--- config.mk ---
export PLATFORM = sky130hd
export DESIGN_NAME = alu_flat
export DESIGN_NICKNAME = d
export VERILOG_FILES = /design/src/rtl/alu_if.sv /design/src/rtl/alu.sv /design/src/flat_wrapper.sv
export SDC_FILE = /design/constraint.sdc
export NUM_CORES = 1
export LEC_CHECK = 0
export ABC_AREA = 1
export CELL_PAD_IN_SITES_DETAIL_PLACEMENT = 1
export CELL_PAD_IN_SITES_GLOBAL_PLACEMENT = 2
export CORE_MARGIN = 2
export CORE_UTILIZATION = 30
export DETAILED_ROUTE_END_ITERATION = 6
export PLACE_DENSITY_LB_ADDON = 0.25
export SLEW_MARGIN = 20
export SYNTH_ARGS = -nofsm -noshare
export SYNTH_HDL_FRONTEND = slang
export SYNTH_SLANG_ARGS = --single-unit
--- constraint.sdc ---
create_clock -name clk -period 0.8 [get_ports clk]
set_input_delay 0.08 -clock clk [delete_from_list [all_inputs] [get_ports clk]]
set_output_delay 0.08 -clock clk [all_outputs]
set_load 0.005 [all_outputs]
--- src/rtl/alu_if.sv ---
// ---------------------------------------------------------------------------
// alu_if : operand/result bundle for the datapath ALU.
//
//   A, B      operand bytes                       (master -> slave)
//   c_in      carry-in for ADD/RSH/LSH            (master -> slave)
//   op        3-bit operation select              (master -> slave)
//   C         registered result                   (slave -> master)
//   c_out     registered carry / shift-out        (slave -> master)
//   a_larger  registered flag, unsigned A > B     (slave -> master)
//   equal     registered flag, A == B             (slave -> master)
//   zero      registered flag, result == 0        (slave -> master)
// ---------------------------------------------------------------------------
interface alu_if #(
  parameter int unsigned WIDTH = 8
);
  logic [WIDTH-1:0] A;
  logic [WIDTH-1:0] B;
  logic             c_in;
  logic [2:0]       op;
  logic [WIDTH-1:0] C;
  logic             c_out;
  logic             a_larger;
  logic             equal;
  logic             zero;

  modport master (
    output A, B, c_in, op,
    input  C, c_out, a_larger, equal, zero
  );

  modport slave (
    input  A, B, c_in, op,
    output C, c_out, a_larger, equal, zero
  );
endinterface

--- src/rtl/alu.sv ---
// ---------------------------------------------------------------------------
// alu : registered arithmetic/logic unit for the 7-step CPU datapath.
//
// Ports:
//   clk      rising-edge clock
//   reset_n  asynchronous, active-low reset; clears every output to 0
//   bus      alu_if.slave : A, B, c_in, op in; C, c_out, a_larger,
//            equal, zero out (all outputs registered, 1-cycle latency)
//
// Opcodes (octal): 0 ADD, 1 RSH, 2 LSH, 3 DEC, 4 AND, 5 OR, 6 XOR, 7 CMP.
// ---------------------------------------------------------------------------
module alu #(
  parameter int unsigned WIDTH = 8
) (
  input  logic  clk,
  input  logic  reset_n,
  alu_if.slave  bus
);

  typedef enum logic [2:0] {
    OP_ADD = 3'o0,
    OP_RSH = 3'o1,
    OP_LSH = 3'o2,
    OP_DEC = 3'o3,
    OP_AND = 3'o4,
    OP_OR  = 3'o5,
    OP_XOR = 3'o6,
    OP_CMP = 3'o7
  } op_e;

  logic [WIDTH-1:0] c_d,        c_q;
  logic             c_out_d,    c_out_q;
  logic             a_larger_d, a_larger_q;
  logic             equal_d,    equal_q;
  logic             zero_d,     zero_q;

  logic [WIDTH:0]   sum;
  op_e              op_sel;

  assign op_sel = op_e'(bus.op);
  assign sum    = {1'b0, bus.A} + {1'b0, bus.B} + {{WIDTH{1'b0}}, bus.c_in};

  always_comb begin
    c_d     = '0;
    c_out_d = 1'b0;
    unique case (op_sel)
      OP_ADD: {c_out_d, c_d} = sum;
      OP_RSH: begin
        c_d     = {bus.c_in, bus.A[WIDTH-1:1]};
        c_out_d = bus.A[0];
      end
      OP_LSH: begin
        c_d     = {bus.A[WIDTH-2:0], bus.c_in};
        c_out_d = bus.A[WIDTH-1];
      end
      OP_DEC: begin
        c_d     = bus.A - {{(WIDTH-1){1'b0}}, 1'b1};
        // borrow out of the decrement only when wrapping from zero
        c_out_d = (bus.A == '0);
      end
      OP_AND: c_d = bus.A & bus.B;
      OP_OR:  c_d = bus.A | bus.B;
      OP_XOR: c_d = bus.A ^ bus.B;
      OP_CMP: c_d = bus.A ^ bus.B;
      default: begin
        c_d     = '0;
        c_out_d = 1'b0;
      end
    endcase
    a_larger_d = (bus.A > bus.B);
    equal_d    = (bus.A == bus.B);
    // flag follows the result being captured this edge, not the held one
    zero_d     = (c_d == '0);
  end

  always_ff @(posedge clk or negedge reset_n) begin
    if (!reset_n) begin
      c_q        <= '0;
      c_out_q    <= 1'b0;
      a_larger_q <= 1'b0;
      equal_q    <= 1'b0;
      zero_q     <= 1'b0;
    end else begin
      c_q        <= c_d;
      c_out_q    <= c_out_d;
      a_larger_q <= a_larger_d;
      equal_q    <= equal_d;
      zero_q     <= zero_d;
    end
  end

  assign bus.C        = c_q;
  assign bus.c_out    = c_out_q;
  assign bus.a_larger = a_larger_q;
  assign bus.equal    = equal_q;
  assign bus.zero     = zero_q;

endmodule

--- src/flat_wrapper.sv ---
// flat-port wrapper written by rule: the top's interface ports become plain ports
module alu_flat 
#(
  parameter int unsigned WIDTH = 8
)
  (clk, reset_n, bus_A, bus_B, bus_c_in, bus_op, bus_C, bus_c_out, bus_a_larger, bus_equal, bus_zero);
  alu_if #(.WIDTH(WIDTH)) bus_i ();
  input  logic clk;
  input  logic reset_n;
  input wire logic [$bits(bus_i.A)-1:0] bus_A;
  input wire logic [$bits(bus_i.B)-1:0] bus_B;
  input wire logic [$bits(bus_i.c_in)-1:0] bus_c_in;
  input wire logic [$bits(bus_i.op)-1:0] bus_op;
  output wire logic [$bits(bus_i.C)-1:0] bus_C;
  output wire logic [$bits(bus_i.c_out)-1:0] bus_c_out;
  output wire logic [$bits(bus_i.a_larger)-1:0] bus_a_larger;
  output wire logic [$bits(bus_i.equal)-1:0] bus_equal;
  output wire logic [$bits(bus_i.zero)-1:0] bus_zero;
  assign bus_i.A = bus_A;
  assign bus_i.B = bus_B;
  assign bus_i.c_in = bus_c_in;
  assign bus_i.op = bus_op;
  assign bus_C = bus_i.C;
  assign bus_c_out = bus_i.c_out;
  assign bus_a_larger = bus_i.a_larger;
  assign bus_equal = bus_i.equal;
  assign bus_zero = bus_i.zero;
  alu #(.WIDTH(WIDTH)) u_core (.clk(clk), .reset_n(reset_n), .bus(bus_i));
endmodule
==> impl_metrics.csv <==
group,metric,value,unit
die,die-area,6500,um2
die,io_pins,34,
clock_tree,cts_tree,"done",
flow_run,maxCapViolations,0,
yosys,synthCells,274,
die,start_util,31.6,%
yosys,synthFlopType,"dfrtp_1",
yosys,syn-num-nets,323,
pwr,pwr-share-clk,19.0,%
critical_path,cpMaxStageDelayCell,"fa_2",
clock_tree,clock_tree.buffer_depth,2,
cells_and_area,fill_cells,709,
drt,drt_iter0_markers,158,
timing,finalSetupViolCount,15,
clock_tree,cts-root-buf,"clkbuf_8",
drt,vias,2495,
clock_tree,cts-buffers-inserted,3,
critical_path,endpoint_kind,"register",
timing,max_freq,0.689,GHz
critical_path,startpoint_type,"input port",
global_route,grt_max_degree,13,
critical_path,path_delay_family,"simple AND/OR/NAND/NOR gates",
drt,ant_nets,0,
pwr,switching_share,38.6,%
critical_path,worst-endpoint-arrival,1.62,ns
timing,hold_slack,0.147,ns
clock_tree,cts_hold_buf,0,
yosys,yosys_warnings,0,
die,rows,27,
clock_tree,cts.sinks,12,
global_route,grt_use_total,27.5,%
critical_path,cp.required,0.97,ns
yosys,synth_edf_count,0,
yosys,syn-mean-instance-area,6.43,um2
yosys,ys_seq_elements,12,
critical_path,critPathKind,"input port to register",
outcome,failed_checks,"negative setup slack",
outcome,status,"finished with violations",
placement,hpwl,6.19,mm
pwr,p_total,3430,uW
placement,place_area,2950,um2
pwr,p_comb_share,60.8,%
pwr,switchingPower,1330,uW
drt,drc,0,
placement,place_congestion,0.834,
cells_and_area,layout-drive-gt1-share,56.9,%
timing,drv_slew,0,
critical_path,critPathMaxFanout,3,
critical_path,crit_path_end,"u_core.bus.zero",
global_route,antenna_found_initial,0,
die,die_w,80.6,um
global_route,grt_overflow,0,
die,core,5570,um2
clock_tree,htreeDepth,1,
critical_path,cp.depth,13,
pwr,internal_power,2110,uW
worst_hold_path,hp-class,"input port to asynchronous set/reset pin",
drt,drt-wirelength-per-cell,19.6,um
pwr,powerDensity,1000,nW/um2
cells_and_area,seqCellArea,300,um2
drt,vias_per_cell,5.20,
cells_and_area,stdcell_area,3420,um2
die,die_y,80.6,um
timing,grt_setup_unrepaired,"true",
timing,period_needed,1.45,ns
yosys,netlist_area,1760,um2
pwr,peakVddDrop,0.777,mV
yosys,synthDistinctLibCells,33,
timing,tightest_slew,0.284,ns
cells_and_area,multiInputGateArea,1620,um2
global_route,grt_pass1_wl,13.4,mm
critical_path,slowest_delay,0.36,ns
drt,totalWireLength,9.40,mm
cells_and_area,n_antenna_cell,0,
timing,fin_ws,-0.652,ns
drt,drtPass1Iterations,4,
critical_path,path_cells,"buf_6 > fa_2 > inv_2 > fa_2 > inv_2 > nand3_2 > nand2_1 > nand2_1 > nand3_1 > nand3_2 > nor2_1 > nand4_1 > nor2_1",
cells_and_area,synthToLayoutAreaGrowth,94.2,%
pwr,seqPwrFrac,20.2,%
timing,fin_crit_sh,181,%
global_route,grt_pass1_vias,2595,
critical_path,cp-startpoint,"bus_B[0]",
critical_path,critPathBufInv,3,
placement,portBuffers,33,
cells_and_area,fin_nets,458,
pwr,p_leak,0.00172,uW
yosys,synthArstFlopShare,100,%
timing,finalHoldViolCount,0,
timing,relSlewSlack,81.0,%
clock_tree,clk_pin_slew,0.05,ns
yosys,seq_area_frac_synth,17.0,%
-- placed cells by master (no fill, tap or decap), types with 6 or more instances in the layout --
cell type / netlist / final
nand3_1: 32 / 21
nand2_2: 3 / 14
nand4_1: 15 / 15
buf_6: 1 / 28
nor2_2: 1 / 7
buf_2: 1 / 18
inv_4: 2 / 6
inv_1: 44 / 18
nor2_1: 21 / 13
ha_4: 0 / 11
ha_1: 25 / 13
inv_2: 3 / 20
nand3_4: 1 / 6
buf_4: 1 / 76
dfrtp_1: 12 / 12
nand2_1: 74 / 60
nand3_2: 3 / 9
-- how the worst min path moves through the flow --
stage	start	to	slack (ns)	cells after the start
finish	reset_n	u_core.bus.C[1]	0.15	2
global placement	reset_n	u_core.bus.C[0]	0.39	2
global route	reset_n	u_core.bus.C[1]	0.17	2
detailed placement	reset_n	u_core.bus.C[0]	0.40	2
CTS	reset_n	u_core.bus.C[0]	0.15	2
floorplan	reset_n	u_core.bus.C[0]	-0.22	0
-- area by class of cell --
cell class	count	share of cell area (%)
well taps	72	2.63
multi-input cells	209	47.3
clock buffers	4	1.61
flip-flops and latches	12	8.78
repair buffers	134	32.7
inverters	49	6.99
-- registers in the layout (all words and copies together) (netlist names) --
name	flops
u_core.bus.C	8
u_core.bus.c_out	1
u_core.bus.zero	1
u_core.bus.a_larger	1
u_core.bus.equal	1
-- power groups by stage --
stage,logic [uW],registers (uW),clock network (uW)
final,2090,694,653
after global routing,2220,698,683
after CTS,1820,693,654
after detailed placement,1640,707,0
after global placement,1590,701,0
after floorplan,714,716,0
-- routing by layer --
metal	track usage (%)	vias to the layer above	wire length [um]
li1	-	1150	-
met1	33.7	1223	3790
met2	49.7	89	4850
met3	1.46	33	387
met4	11.2	0	378
met5	0	-	0
-- per-stage QoR --
step	utilization (%)	worst slack, ns	std cells	setup TNS, ns
after floorplan	-	-0.576	274	-3.68
after global placement	52.9	-1.30	455	-14.18
after detailed placement	52.9	-1.35	455	-14.81
after CTS	58.3	-0.616	474	-5.09
after global routing	61.4	-0.820	480	-6.98
final	61.4	-0.652	480	-6.09
-- cell usage after synthesis, types with 3 or more instances --
library cell | number | area (um2)
a21oi_1 | 8 | 40.0
nor3_1 | 3 | 15.0
nand3_2 | 3 | 30.0
nand4_1 | 15 | 93.8
inv_1 | 44 | 165
dfrtp_1 | 12 | 300
o21ai_0 | 6 | 30.0
ha_1 | 25 | 313
nand3_1 | 32 | 160
nand2_1 | 74 | 278
inv_2 | 3 | 11.3
nand2_2 | 3 | 18.8
nor2_1 | 21 | 78.8
-- timing repair --
| item | CTS | global route |
|---|---|---|
| pin swaps | 42 | 34 |
| resized for setup | 190 | 33 |
| endpoints found under the setup margin | 24 | 20 |
| buffers inserted | 16 | 7 |
-- logic make-up (layout without fill, tap and decap cells) --
family | after synthesis | in the layout | synth area share (%)
adder cells (fa/ha/maj) | 27 | 27 | 20.0
buffers and inverters | 53 | 187 | 12.3
AO/OA/AOI/OAI | 19 | 19 | 5.90
XOR/XNOR | 1 | 1 | 0.497
flip-flops | 12 | 12 | 17.0
AND/OR/NAND/NOR | 162 | 162 | 44.2
Power figures use the tool's default switching activity.
